[config.mk]
export PLATFORM = sky130hd
export DESIGN_NAME = as2650_bus_seq
export DESIGN_NICKNAME = d
export VERILOG_FILES = /design/src/rtl/as2650_bus_seq.sv
export SDC_FILE = /design/constraint.sdc
export NUM_CORES = 1
export LEC_CHECK = 0
export ABC_AREA = 1
export CAP_MARGIN = 15
export CORE_MARGIN = 5
export CORE_UTILIZATION = 38
export CTS_BUF_LIST = sky130_fd_sc_hd__clkbuf_8
export CTS_CLUSTER_DIAMETER = 30
export DETAILED_ROUTE_END_ITERATION = 8
export GPL_ROUTABILITY_DRIVEN = 1
export PLACE_DENSITY = 0.78
export SYNTH_ARGS = -nofsm -noshare
export SYNTH_HDL_FRONTEND = slang
export SYNTH_SLANG_ARGS = --single-unit
[constraint.sdc]
create_clock -name clk -period 2.4 [get_ports clk]
set_clock_uncertainty 0.05 [all_clocks]
set_input_delay 0.24 -clock clk [delete_from_list [all_inputs] [get_ports clk]]
set_output_delay 0.24 -clock clk [all_outputs]
set_load 0.01 [all_outputs]
[src/rtl/as2650_bus_seq.sv]
// AS2650 core to multiplexed 8-bit memory bus sequencer: ADDR_HI / ADDR_LO / DATA phases, 3 cycles + rdy wait
// (2 on a high-byte hit when AS2650_HI_CACHE_EN is defined); rdy=0 stretches DATA, req is only taken in IDLE with ack low.
module as2650_bus_seq #(
  parameter int ADDR_W = 16,
  parameter int DATA_W = 8
) (
  input  logic              clk,
  input  logic              rst,
  input  logic              req,
  input  logic              we,
  input  logic [ADDR_W-1:0] addr,
  input  logic [DATA_W-1:0] wdata,
  input  logic              rdy,
  output logic              ack,
  output logic [DATA_W-1:0] rdata,
  input  logic [DATA_W-1:0] bus_in,
  output logic [DATA_W-1:0] bus_out,
  output logic              bus_oeb,
  output logic              le_hi,
  output logic              le_lo,
  output logic              OEb,
  output logic              WEb
);

  typedef enum logic [1:0] {
    IDLE    = 2'd0,
    ADDR_HI = 2'd1,
    ADDR_LO = 2'd2,
    DATA    = 2'd3
  } state_t;

  state_t state_q, state_d;

  logic [ADDR_W-1:0] addr_q, addr_d;
  logic              we_q, we_d;
  logic [DATA_W-1:0] wdata_q, wdata_d;
  logic              ack_q, ack_d;
  logic [DATA_W-1:0] rdata_q, rdata_d;
  logic [DATA_W-1:0] bus_out_q, bus_out_d;
  logic              bus_oeb_q, bus_oeb_d;
  logic              oeb_q, oeb_d;
  logic              web_q, web_d;
  logic              le_hi_set_q, le_hi_set_d;
  logic              le_lo_set_q, le_lo_set_d;
  logic              le_hi_clr_q, le_hi_clr_d;
  logic              le_lo_clr_q, le_lo_clr_d;

  logic              accept;
  logic              hi_miss;
  logic [ADDR_W-1:0] cur_addr;

  // The ack cycle is never an accept cycle, so a held req cannot replay the finished transfer.
  assign accept   = (state_q == IDLE) && req && !ack_q;
  assign cur_addr = (state_q == IDLE) ? addr : addr_q;

`ifdef AS2650_HI_CACHE_EN
  logic [7:0] hi_cache_q, hi_cache_d;
  logic       hi_valid_q, hi_valid_d;

  assign hi_miss = !hi_valid_q || (addr[ADDR_W-1:8] != hi_cache_q);

  always_comb begin
    hi_cache_d = hi_cache_q;
    hi_valid_d = hi_valid_q;
    if (state_d == ADDR_HI) begin
      hi_cache_d = cur_addr[ADDR_W-1:8];
      hi_valid_d = 1'b1;
    end
  end

  always_ff @(posedge clk) begin
    if (rst) begin
      hi_cache_q <= 8'h00;
      hi_valid_q <= 1'b0;
    end else begin
      hi_cache_q <= hi_cache_d;
      hi_valid_q <= hi_valid_d;
    end
  end
`else
  assign hi_miss = 1'b1;
`endif

  always_ff @(posedge clk) begin
    if (rst) begin
      state_q <= IDLE;
    end else begin
      state_q <= state_d;
    end
  end

  always_comb begin
    state_d = state_q;
    case (state_q)
      IDLE:    if (accept) state_d = hi_miss ? ADDR_HI : ADDR_LO;
      ADDR_HI: state_d = ADDR_LO;
      ADDR_LO: state_d = DATA;
      DATA:    if (rdy) state_d = IDLE;
      default: state_d = IDLE;
    endcase
  end

  // Pad values are computed for the state being entered so every pin comes straight off a flop.
  always_comb begin
    addr_d      = addr_q;
    we_d        = we_q;
    wdata_d     = wdata_q;
    ack_d       = 1'b0;
    rdata_d     = rdata_q;
    bus_out_d   = bus_out_q;
    bus_oeb_d   = 1'b1;
    oeb_d       = 1'b1;
    web_d       = 1'b1;
    le_hi_set_d = 1'b0;
    le_lo_set_d = 1'b0;

    if (accept) begin
      addr_d  = addr;
      we_d    = we;
      wdata_d = wdata;
    end

    if (state_q == DATA && rdy) begin
      ack_d = 1'b1;
      if (!we_q) rdata_d = bus_in;
    end

    case (state_d)
      ADDR_HI: begin
        bus_out_d   = cur_addr[ADDR_W-1:8];
        bus_oeb_d   = 1'b0;
        le_hi_set_d = 1'b1;
      end
      ADDR_LO: begin
        bus_out_d   = cur_addr[7:0];
        bus_oeb_d   = 1'b0;
        le_lo_set_d = 1'b1;
      end
      DATA: begin
        if (we_q) begin
          bus_out_d = wdata_q;
          bus_oeb_d = 1'b0;
          web_d     = 1'b0;
        end else begin
          oeb_d     = 1'b0;
        end
      end
      default: ;
    endcase
  end

  always_ff @(posedge clk) begin
    if (rst) begin
      addr_q      <= '0;
      we_q        <= 1'b0;
      wdata_q     <= '0;
      ack_q       <= 1'b0;
      rdata_q     <= '0;
      bus_out_q   <= '0;
      bus_oeb_q   <= 1'b1;
      oeb_q       <= 1'b1;
      web_q       <= 1'b1;
      le_hi_set_q <= 1'b0;
      le_lo_set_q <= 1'b0;
    end else begin
      addr_q      <= addr_d;
      we_q        <= we_d;
      wdata_q     <= wdata_d;
      ack_q       <= ack_d;
      rdata_q     <= rdata_d;
      bus_out_q   <= bus_out_d;
      bus_oeb_q   <= bus_oeb_d;
      oeb_q       <= oeb_d;
      web_q       <= web_d;
      le_hi_set_q <= le_hi_set_d;
      le_lo_set_q <= le_lo_set_d;
    end
  end

  // The clear flops follow the set flops half a cycle late, cutting each latch enable to a
  // half-cycle pulse while the address itself stays on the bus for the full cycle.
  always_comb begin
    le_hi_clr_d = le_hi_set_q;
    le_lo_clr_d = le_lo_set_q;
  end

  always_ff @(negedge clk) begin
    if (rst) begin
      le_hi_clr_q <= 1'b0;
      le_lo_clr_q <= 1'b0;
    end else begin
      le_hi_clr_q <= le_hi_clr_d;
      le_lo_clr_q <= le_lo_clr_d;
    end
  end

  assign le_hi   = le_hi_set_q & ~le_hi_clr_q;
  assign le_lo   = le_lo_set_q & ~le_lo_clr_q;
  assign ack     = ack_q;
  assign rdata   = rdata_q;
  assign bus_out = bus_out_q;
  assign bus_oeb = bus_oeb_q;
  assign OEb     = oeb_q;
  assign WEb     = web_q;

endmodule

==> results.yml <==
global_routing:
  antenna_found_initial: 0
  grt_pass1_vias: 1857
  grt_use_total_pct: 14.37
  grt_overflow: 0
  grt_pass1_wl_um: 8390
  grt_max_degree: 26
min_path:
  hp-class: "register to register"
cells_and_area:
  drive_gt1_share_pct: 6.739
  fillCellCount: 535
  syn_to_final_growth_pct: 33.64
  nets: 407
  diodes: 0
  utilization_pct: 52.17
floorplan:
  core.rowCount: 27
  die_w_um: 85.21
  floorplan.initialDensity_pct: 39.04
  die-area_um2: 7261
  io_pins: 59
  die_h_um: 85.21
  fp.coreArea_um2: 5507
status:
  status: "complete, no violations"
routing:
  vias_per_cell: 4.528
  drc: 0
  ant_nets: 0
  via_count: 2006
  wl_um: 4980
  first_pass_iters: 4
  drt_first_iter_violations: 109
  drt-wirelength-per-cell_um: 11.24
power_and_ir_drop:
  p_switching_mw: 0.6028
  p_comb_share_pct: 23.4
  power_mw: 2.096
  clock_power_share_pct: 30.0
  cellPowerDensity_nw_per_um2: 729.7
  p_int_mw: 1.493
  ir_drop_uv: 364.0
  seqPwrFrac_pct: 46.6
  p_leak_nw: 1.313
  p_sw_share_pct: 28.76
clock_network:
  cts_buffers: 5
  clock-sinks: 51
  holdBufCountCts: 0
  clkSlewWorstSetupHoldPaths_ns: 0.09
  cts.htree.levels: 2
  root_buffer: "clkbuf_8"
  insertion_delay_ns: 0.30
  cts_buffer_depth: 2
  cts_tree: "built"
worst_setup_path:
  worst_ep_arrival_time_ns: 2.05
  cp-start-kind: "register"
  critPathRequiredTime_ns: 2.11
  critPathKind: "register to primary output"
  crit_path_max_fanout: 1
  worstSetupEndpointType: "primary output"
yosys:
  synth.distinct_cells: 21
  syn-num-nets: 349
  synth-warning-count: 0
  syn_area_per_cell_um2: 6.890
  synthCells: 312
  syn-cell-area_um2: 2150
  synth-seq-area-share_pct: 47.50
  ys_ff_latch: 51
timing:
  rsz0062_at_grt: "yes"
  maxSlewHeadroom_pct: 76.84
  hold_viol: 0
  worst_pin_slew_ns: 0.3463
  drv_slew: 0
  finalSetupViolCount: 0
flow_run:
  cap_viol_max_count: 0
placed_design:
  io_buffers: 58
  dpl.hpwl_um: 3695
  gp_congestion: 0.7714
-- cells in the mapped netlist, drive strengths merged --
cell    number  share of area [%]
nor2        73                 13
inv         28                5.0
o21ai       25                5.8
nand3       11                2.8
clkbuf       5               0.93
clkinv       1               0.17
nor3         2               0.99
a21oi       10                2.3
dfxtp       51                 47
buf          8                3.6
nand2       98                 18
-- final cells by class --
cell class                      instances  area [µm²]  area share, %
Clock inverter                          4       42.54          1.481
Clock buffer                            6       82.58          2.875
Inverter                               28       107.6          3.746
Tap cell                               72       90.09          3.136
Timing Repair Buffer                   63       608.1          21.17
Sequential cell                        51        1021          35.54
Multi-Input combinational cell        219       920.9          32.06
-- final timing paths --
kind / startpoint / end / slack, ns / cells past startpoint
worst max-delay path: le_hi_clr_q / le_hi / 0.06 / 2
worst min-delay path: we_q / WEb / 0.40 / 1
worst max register to register: le_lo_clr_d / le_lo_clr_q / 0.68 / 2
worst min register to register: we_q / WEb / 0.40 / 1
-- layout by cell type, fill, tap and decap left out --
cell,count
a21oi_1,10
buf_2,2
buf_4,5
bufinv_16,1
clkbuf_8,6
clkdlybuf4s50_1,56
clkinv_1,1
clkinv_2,1
dfxtp_1,51
inv_1,26
inv_2,2
inv_4,1
nand2_1,94
nand2_2,3
nand2_4,1
nand3_1,10
nand3_2,1
nor2_1,72
nor2_4,1
nor3_1,1
nor3_4,1
o21ai_0,25
-- critical path: stages, from the launching register on --
cell     delay [ns]
dfxtp_1        0.29
nor2_1         0.07
buf_2          0.13
-- routing by layer --
layer  global-route usage, %  vias to the layer above  part of all wire (%)
li1                        -                     1059                     -
met1                   17.46                      872                    44
met2                   22.74                       67                    45
met3                   5.146                        8                   9.0
met4                   6.475                        0                   1.8
met5                       0                        -                     0
-- cell families (layout without fill, tap and decap cells) --
kind of cell    after synthesis  in the layout  synth area share (%)
simple gates                184            184                 34.69
flops                        51             51                 47.50
buf+inv                      42            101                 9.662
compound gates               35             35                 8.149
-- stage by stage --
stage	area [µm²]	std cells	setup WS, ns	hold WS, ns	TNS, ns
after floorplan	2150	312	0.2396	0.3249	0
after global placement	2761	434	0.008394	0.3747	0
after detailed placement	2761	434	-0.006918	0.3774	-0.007526
after CTS	2873	443	0.02895	0.4003	0
after global routing	2873	443	-0.0002314	0.4384	-0.0002314
final	2873	443	0.05770	0.4012	0
-- timing repair --
| action | 4_1_cts | 5_1_grt |
|---|---|---|
| pin swaps | 0 | 2 |
| setup buffers | 0 | 0 |
| endpoints found under the hold margin | 0 | 0 |
| setup endpoints to repair | 2 | 2 |
| resized for setup | 8 | 0 |
-- power by group through the flow --
stage	Sequential [mW]	Combinational (mW)	Clock (mW)
6_report	0.976	0.491	0.629
5_1_grt	0.989	0.557	0.685
4_1_cts	0.977	0.497	0.645
3_5_place_dp	0.997	0.497	0.00783
3_3_place_gp	0.993	0.488	0.00783
2_1_floorplan	1.01	0.301	0.00783
-- flip-flops by register name, summed over array words and instances (netlist names) --
register	flops
OEb	1
WEb	1
ack	1
addr_q	16
bus_oeb	1
bus_out	8
le_hi_clr_d	1
le_hi_clr_q	1
le_lo_clr_d	1
le_lo_clr_q	1
rdata	8
state_q	2
wdata_q	8
we_q	1
(Power assumes the default switching activity.)
